File: src/rtl/mux_arb_pkg.sv
// Shared types and helpers for the four-way round-robin mux arbiter.
package mux_arb_pkg;

  localparam int N_REQ = 4;
  localparam int SEL_W = 2;

  typedef enum logic {
    IDLE,
    GRANT
  } arb_state_t;

  function automatic logic [N_REQ-1:0] onehot(input logic [SEL_W-1:0] idx);
    logic [N_REQ-1:0] vec;
    vec      = '0;
    vec[idx] = 1'b1;
    return vec;
  endfunction

endpackage

File: src/rtl/rr_pick.sv
// Combinational round-robin search: first masked request at or after ptr, wrapping mod 4.
module rr_pick
  import mux_arb_pkg::*;
(
  input  logic [N_REQ-1:0] req,
  input  logic [SEL_W-1:0] ptr,
  input  logic [N_REQ-1:0] mask,
  output logic             any,
  output logic [SEL_W-1:0] idx
);

  logic [N_REQ-1:0] mreq;
  logic [SEL_W-1:0] cand;

  assign mreq = req & mask;

  // Walk from the farthest candidate back to ptr so the nearest hit is the last one written.
  always_comb begin
    any  = 1'b0;
    idx  = ptr;
    cand = ptr;
    for (int i = N_REQ - 1; i >= 0; i--) begin
      cand = ptr + SEL_W'(i);
      if (mreq[cand]) begin
        any = 1'b1;
        idx = cand;
      end
    end
  end

endmodule

File: src/rtl/mux4_rr_arbiter.sv
// Round-robin owner arbiter for a shared 4:1 mux; sel drives the mux select, grant is one-hot ownership.
module mux4_rr_arbiter
  import mux_arb_pkg::*;
#(
  parameter int MAX_HOLD = 8,
  parameter int CNT_W    = 4
) (
  input  logic             clk,
  input  logic             rst_n,
  input  logic [N_REQ-1:0] req,
  output logic [N_REQ-1:0] grant,
  output logic [SEL_W-1:0] sel,
  output logic             valid,
  output logic             preempt
);

  localparam logic [CNT_W-1:0] HOLD_LAST = CNT_W'(MAX_HOLD - 1);

  arb_state_t       state_q, state_d;
  logic [N_REQ-1:0] grant_q, grant_d;
  logic [SEL_W-1:0] sel_q, sel_d;
  logic [SEL_W-1:0] ptr_q, ptr_d;
  logic [CNT_W-1:0] hold_q, hold_d;
  logic             preempt_q, preempt_d;

  logic             owner_req;
  logic             others;
  logic             timeout;
  logic [N_REQ-1:0] pick_mask;
  logic             pick_any;
  logic [SEL_W-1:0] pick_idx;

  assign owner_req = req[sel_q];
  assign others    = |(req & ~onehot(sel_q));
  assign timeout   = (MAX_HOLD != 0) && (hold_q == HOLD_LAST);

  // A timed-out owner still requesting must not win its own handover.
  assign pick_mask = (state_q == GRANT && owner_req && timeout) ? ~onehot(sel_q) : '1;

  rr_pick u_pick (
    .req  (req),
    .ptr  (ptr_q),
    .mask (pick_mask),
    .any  (pick_any),
    .idx  (pick_idx)
  );

  always_ff @(posedge clk or negedge rst_n) begin
    if (!rst_n) begin
      state_q   <= IDLE;
      grant_q   <= '0;
      sel_q     <= '0;
      ptr_q     <= '0;
      hold_q    <= '0;
      preempt_q <= 1'b0;
    end else begin
      state_q   <= state_d;
      grant_q   <= grant_d;
      sel_q     <= sel_d;
      ptr_q     <= ptr_d;
      hold_q    <= hold_d;
      preempt_q <= preempt_d;
    end
  end

  always_comb begin
    logic take;
    take      = 1'b0;
    state_d   = state_q;
    grant_d   = grant_q;
    sel_d     = sel_q;
    ptr_d     = ptr_q;
    hold_d    = hold_q;
    preempt_d = 1'b0;

    case (state_q)
      IDLE: begin
        if (pick_any) take = 1'b1;
      end
      GRANT: begin
        if (!owner_req) begin
          if (others) begin
            take = 1'b1;
          end else begin
            state_d = IDLE;
            grant_d = '0;
          end
        end else if (timeout) begin
          // Alone at the limit: keep the grant and leave the counter saturated.
          if (others) begin
            take      = 1'b1;
            preempt_d = 1'b1;
          end
        end else if (hold_q != '1) begin
          hold_d = hold_q + CNT_W'(1);
        end
      end
      default: begin
        state_d = IDLE;
        grant_d = '0;
      end
    endcase

    if (take) begin
      state_d = GRANT;
      grant_d = onehot(pick_idx);
      sel_d   = pick_idx;
      ptr_d   = pick_idx + SEL_W'(1);
      hold_d  = '0;
    end
  end

  always_comb begin
    grant   = grant_q;
    sel     = sel_q;
    valid   = (state_q == GRANT);
    preempt = preempt_q;
  end

endmodule
File: config.mk
export PLATFORM = sky130hd
export DESIGN_NAME = mux4_rr_arbiter
export DESIGN_NICKNAME = d
export VERILOG_FILES = /design/src/rtl/mux_arb_pkg.sv /design/src/rtl/rr_pick.sv /design/src/rtl/mux4_rr_arbiter.sv
export SDC_FILE = /design/constraint.sdc
export NUM_CORES = 1
export LEC_CHECK = 0
export BUFFER_PORTS_ARGS = -buffer_cell sky130_fd_sc_hd__buf_4
export CAP_MARGIN = 20
export CORE_UTILIZATION = 45
export CTS_CLUSTER_DIAMETER = 120
export DETAILED_ROUTE_END_ITERATION = 6
export SLEW_MARGIN = 25
export SYNTH_ARGS = -nofsm -noshare
export SYNTH_HDL_FRONTEND = slang
export SYNTH_SLANG_ARGS = --single-unit
File: constraint.sdc
create_clock -name clk -period 2.54 [get_ports clk]
set_input_delay 0.254 -clock clk [delete_from_list [all_inputs] [get_ports clk]]
set_output_delay 0.254 -clock clk [all_outputs]
set_load 0.01 [all_outputs]
==> impl_metrics.py <==
metrics = {
    "cts": {
        "htreeDepth": 1,
        "clockRootBuffer": "clkbuf_4",
        "cts_tree": "yes",
        "path_clk_slew_ps": 100,
        "clock_path_buffers": 2,
        "cts_made_buffers": 3,
        "clkSinkCount": 14,
        "clock_latency_ps": 290,
    },
    "final_layout": {
        "antenna_cells": 0,
        "syn2layout_area_growth_pct": 22.7,
        "finish.net_count": 142,
        "stdcell_count": 156,
        "drive_gt1_frac": 0.287,
    },
    "hold_path": {
        "hold_path_class": "in -> async",
    },
    "grt": {
        "overflow": 0,
        "grt_max_degree": 15,
        "grt_pass1_wl_um": 4040,
        "grt_pass1_vias": 889,
        "grt.total_usage": 0.218,
        "antenna_found_initial": 0,
    },
    "power": {
        "power.density_nw_per_um2": 975,
        "combPwrFrac": 0.574,
        "clkPwrFrac": 0.107,
        "ir_drop_mv": 0.588,
        "p_sw_frac": 0.450,
        "power.switching_uw": 555,
        "p_int_uw": 677,
        "p_leak_uw": 0.000568,
        "p_seq_frac": 0.319,
    },
    "place": {
        "preCtsSetupSlack_ps": 34.4,
        "dp_cells": 150,
        "gp_congestion": 0.901,
        "port_buffers": 13,
        "dp_hpwl_um": 1830,
    },
    "die": {
        "core_area_um2": 2060,
        "io_pins": 14,
        "die_area_um2": 2480,
        "die_h_um": 49.8,
        "rows": 16,
        "initial_core_util": 0.499,
        "fp.dieW_um": 49.8,
    },
    "yosys": {
        "synthTopCellsByArea": "dfrtp_1 34%, ha_1 6.1%, mux2i_1 4.9%",
        "yosysTopAreaCell": "dfrtp_1",
        "synth_seq_cells": 14,
        "yosysTopAreaCellShare": 0.341,
        "synth-simple-area-share": 0.191,
        "synth_fa_ha_area_frac": 0.0608,
        "ys_types": 43,
        "synth-xor-area-share": 0.0170,
        "avgSynthCellArea_um2": 9.70,
        "ys_seq_area_frac": 0.341,
        "synth_edf_count": 0,
        "synthMuxAreaShare": 0.0815,
        "synth_cells": 106,
        "synth_nets": 117,
        "synth_commonest_cells": "14 x dfrtp_1, 11 x nand2_1, 8 x nor2_1",
        "ys.flop_type": "dfrtp_1",
        "syn_area_um2": 1030,
        "ys_warn_count": 0,
        "async_reset_ff_frac": 1.00,
        "synth_compound_area_frac": 0.264,
        "synth.most_common_cell": "dfrtp_1",
        "synth_top_family_by_area": "compound AO/OA/AOI/OAI gates",
    },
    "sta": {
        "finalSetupTns_ps": 0,
        "fin_skew_ps": 18.4,
        "worstMarginPinSlew_ps": 446,
        "fin_ws_ps": 149,
        "fmax_ghz": 0.418,
        "rsz0062_at_grt": "false",
        "setup_viol": 0,
        "maxSlewHeadroom": 0.702,
        "final_max_slew_viol_count": 0,
        "period_needed_ps": 2390,
        "period_share": 0.941,
        "hold_viol": 0,
    },
    "setup_path": {
        "worstSetupEndpointType": "flop",
        "startpoint_type": "flop",
        "path_class": "reg -> reg",
        "cp_max_fo": 7,
        "crit_chain": "ha_4 > nand4b_4 > o31ai_4 > a21oi_1 > o21ai_1 > and3_1 > ha_1 > mux2_1",
        "slowest_delay_ps": 410,
        "critPathBufInv": 0,
        "arrival_ps": 2550,
        "critPathSlowestCell": "dfrtp_1",
        "worst_path_dominant_cell_family": "compound AO/OA/AOI/OAI gates",
        "required_ps": 2700,
    },
    "routing": {
        "routed_wl_um": 2550,
        "post_drt_wl_per_cell_um": 16.3,
        "dr.first_iter.drc_count": 14,
        "vias": 923,
        "dr.pass1.iters": 4,
        "antenna_left": 0,
        "vias_per_cell": 5.92,
        "drc_errors": 0,
    },
    "job": {
        "max-cap-violations": 0,
    },
    "status": {
        "status": "complete, no violations",
    },
}
[path summary, 6_finish.rpt]
check	start	end	slack, ps	depth (start not counted)
max in group asynchronous	rst_n	preempt$_DFF_PN0_	2010	2
setup / recovery	hold_q[1]$_DFFE_PN0P_	ptr_q[1]$_DFFE_PN0P_	150	8
min in group clk	req[0]	valid$_DFF_PN0_	420	3
hold reg to reg	hold_q[3]$_DFFE_PN0P_	hold_q[3]$_DFFE_PN0P_	580	2
setup reg to reg	hold_q[1]$_DFFE_PN0P_	ptr_q[1]$_DFFE_PN0P_	150	8
hold / removal	rst_n	ptr_q[0]$_DFFE_PN0P_	330	2
[per-layer routing]
layer | part of all wire | routed length (um) | vias to the layer above | global-route usage
li1 | - | - | 444 | -
met1 | 0.45 | 1160 | 450 | 0.280
met2 | 0.49 | 1250 | 22 | 0.356
met3 | 0.038 | 97 | 7 | 0.0586
met4 | 0.015 | 38 | 0 | 0.0619
met5 | 0 | 0 | - | 0
[power by group through the flow]
stage / Sequential, uW / Clock, uW / Combinational (uW)
2_1_floorplan: 377 / 0 / 485
3_3_place_gp: 384 / 0 / 669
3_5_place_dp: 389 / 0 / 678
4_1_cts: 385 / 135 / 683
5_1_grt: 406 / 145 / 781
6_report: 393 / 132 / 706
[per-stage QoR]
stage	power (uW)	area (um^2)	util	hold WS (ps)
after floorplan	863	1030	-	-41.6
final	1230	1260	0.612	335
after detailed placement	1070	1190	0.576	117
after global routing	1330	1260	0.612	344
after global placement	1050	1190	0.576	117
after CTS	1200	1220	0.592	342
[worst reg2reg max path, cell delays in order (launching register included)]
cell and delay, ps:
dfrtp_1 410, ha_4 190, nand4b_4 190, o31ai_4 330
a21oi_1 100, o21ai_1 260, and3_1 270, ha_1 240
mux2_1 280
[state kept, by name, summed over array words and instances, names as in the netlist]
name,count
grant,4
hold_q,4
ptr_q,2
sel,2
preempt,1
valid,1
[cells in the final DEF, fill, tap and decap left out, drive strengths merged, types with 2 or more instances in the layout]
| master | synthesis | final |
|---|---|---|
| nand4 | 2 | 2 |
| and3 | 2 | 2 |
| buf | 3 | 22 |
| clkbuf | 0 | 3 |
| o221ai | 4 | 4 |
| mux2i | 5 | 5 |
| a41o | 2 | 2 |
| nand3 | 3 | 3 |
| a21boi | 2 | 2 |
| o31ai | 2 | 2 |
| nor3 | 3 | 3 |
| nor2 | 8 | 8 |
| o21a | 4 | 4 |
| dfrtp | 14 | 14 |
| a41oi | 2 | 2 |
| o211ai | 2 | 2 |
| nand2 | 12 | 12 |
| o21ai | 5 | 5 |
| xor2 | 2 | 2 |
| nand2b | 2 | 2 |
| ha | 5 | 5 |
| a21oi | 3 | 3 |
| inv | 6 | 6 |
[area by class of cell]
| type | instances | area (um^2) |
|---|---|---|
| repair buffers | 23 | 179 |
| well taps | 27 | 33.8 |
| flip-flops and latches | 14 | 350 |
| inverters | 6 | 22.5 |
| clock buffers | 3 | 22.5 |
| fillers | 179 | 800 |
| multi-input cells | 83 | 654 |
[repair_timing]
action	4_1_cts	5_1_grt
setup buffers	0	2
endpoints found under the hold margin	14	0
resized for setup	0	7
hold buffers	1	0
endpoints found under the setup margin	0	3
[logic make-up (layout without fill, tap and decap cells)]
logic type | Yosys count | in the layout
AO/OA/AOI/OAI | 32 | 32
XOR/XNOR | 2 | 2
adder cells (fa/ha/maj) | 5 | 5
buffers and inverters | 9 | 32
flip-flops | 14 | 14
multiplexers | 7 | 7
AND/OR/NAND/NOR | 37 | 37
(Power assumes the default switching activity.)
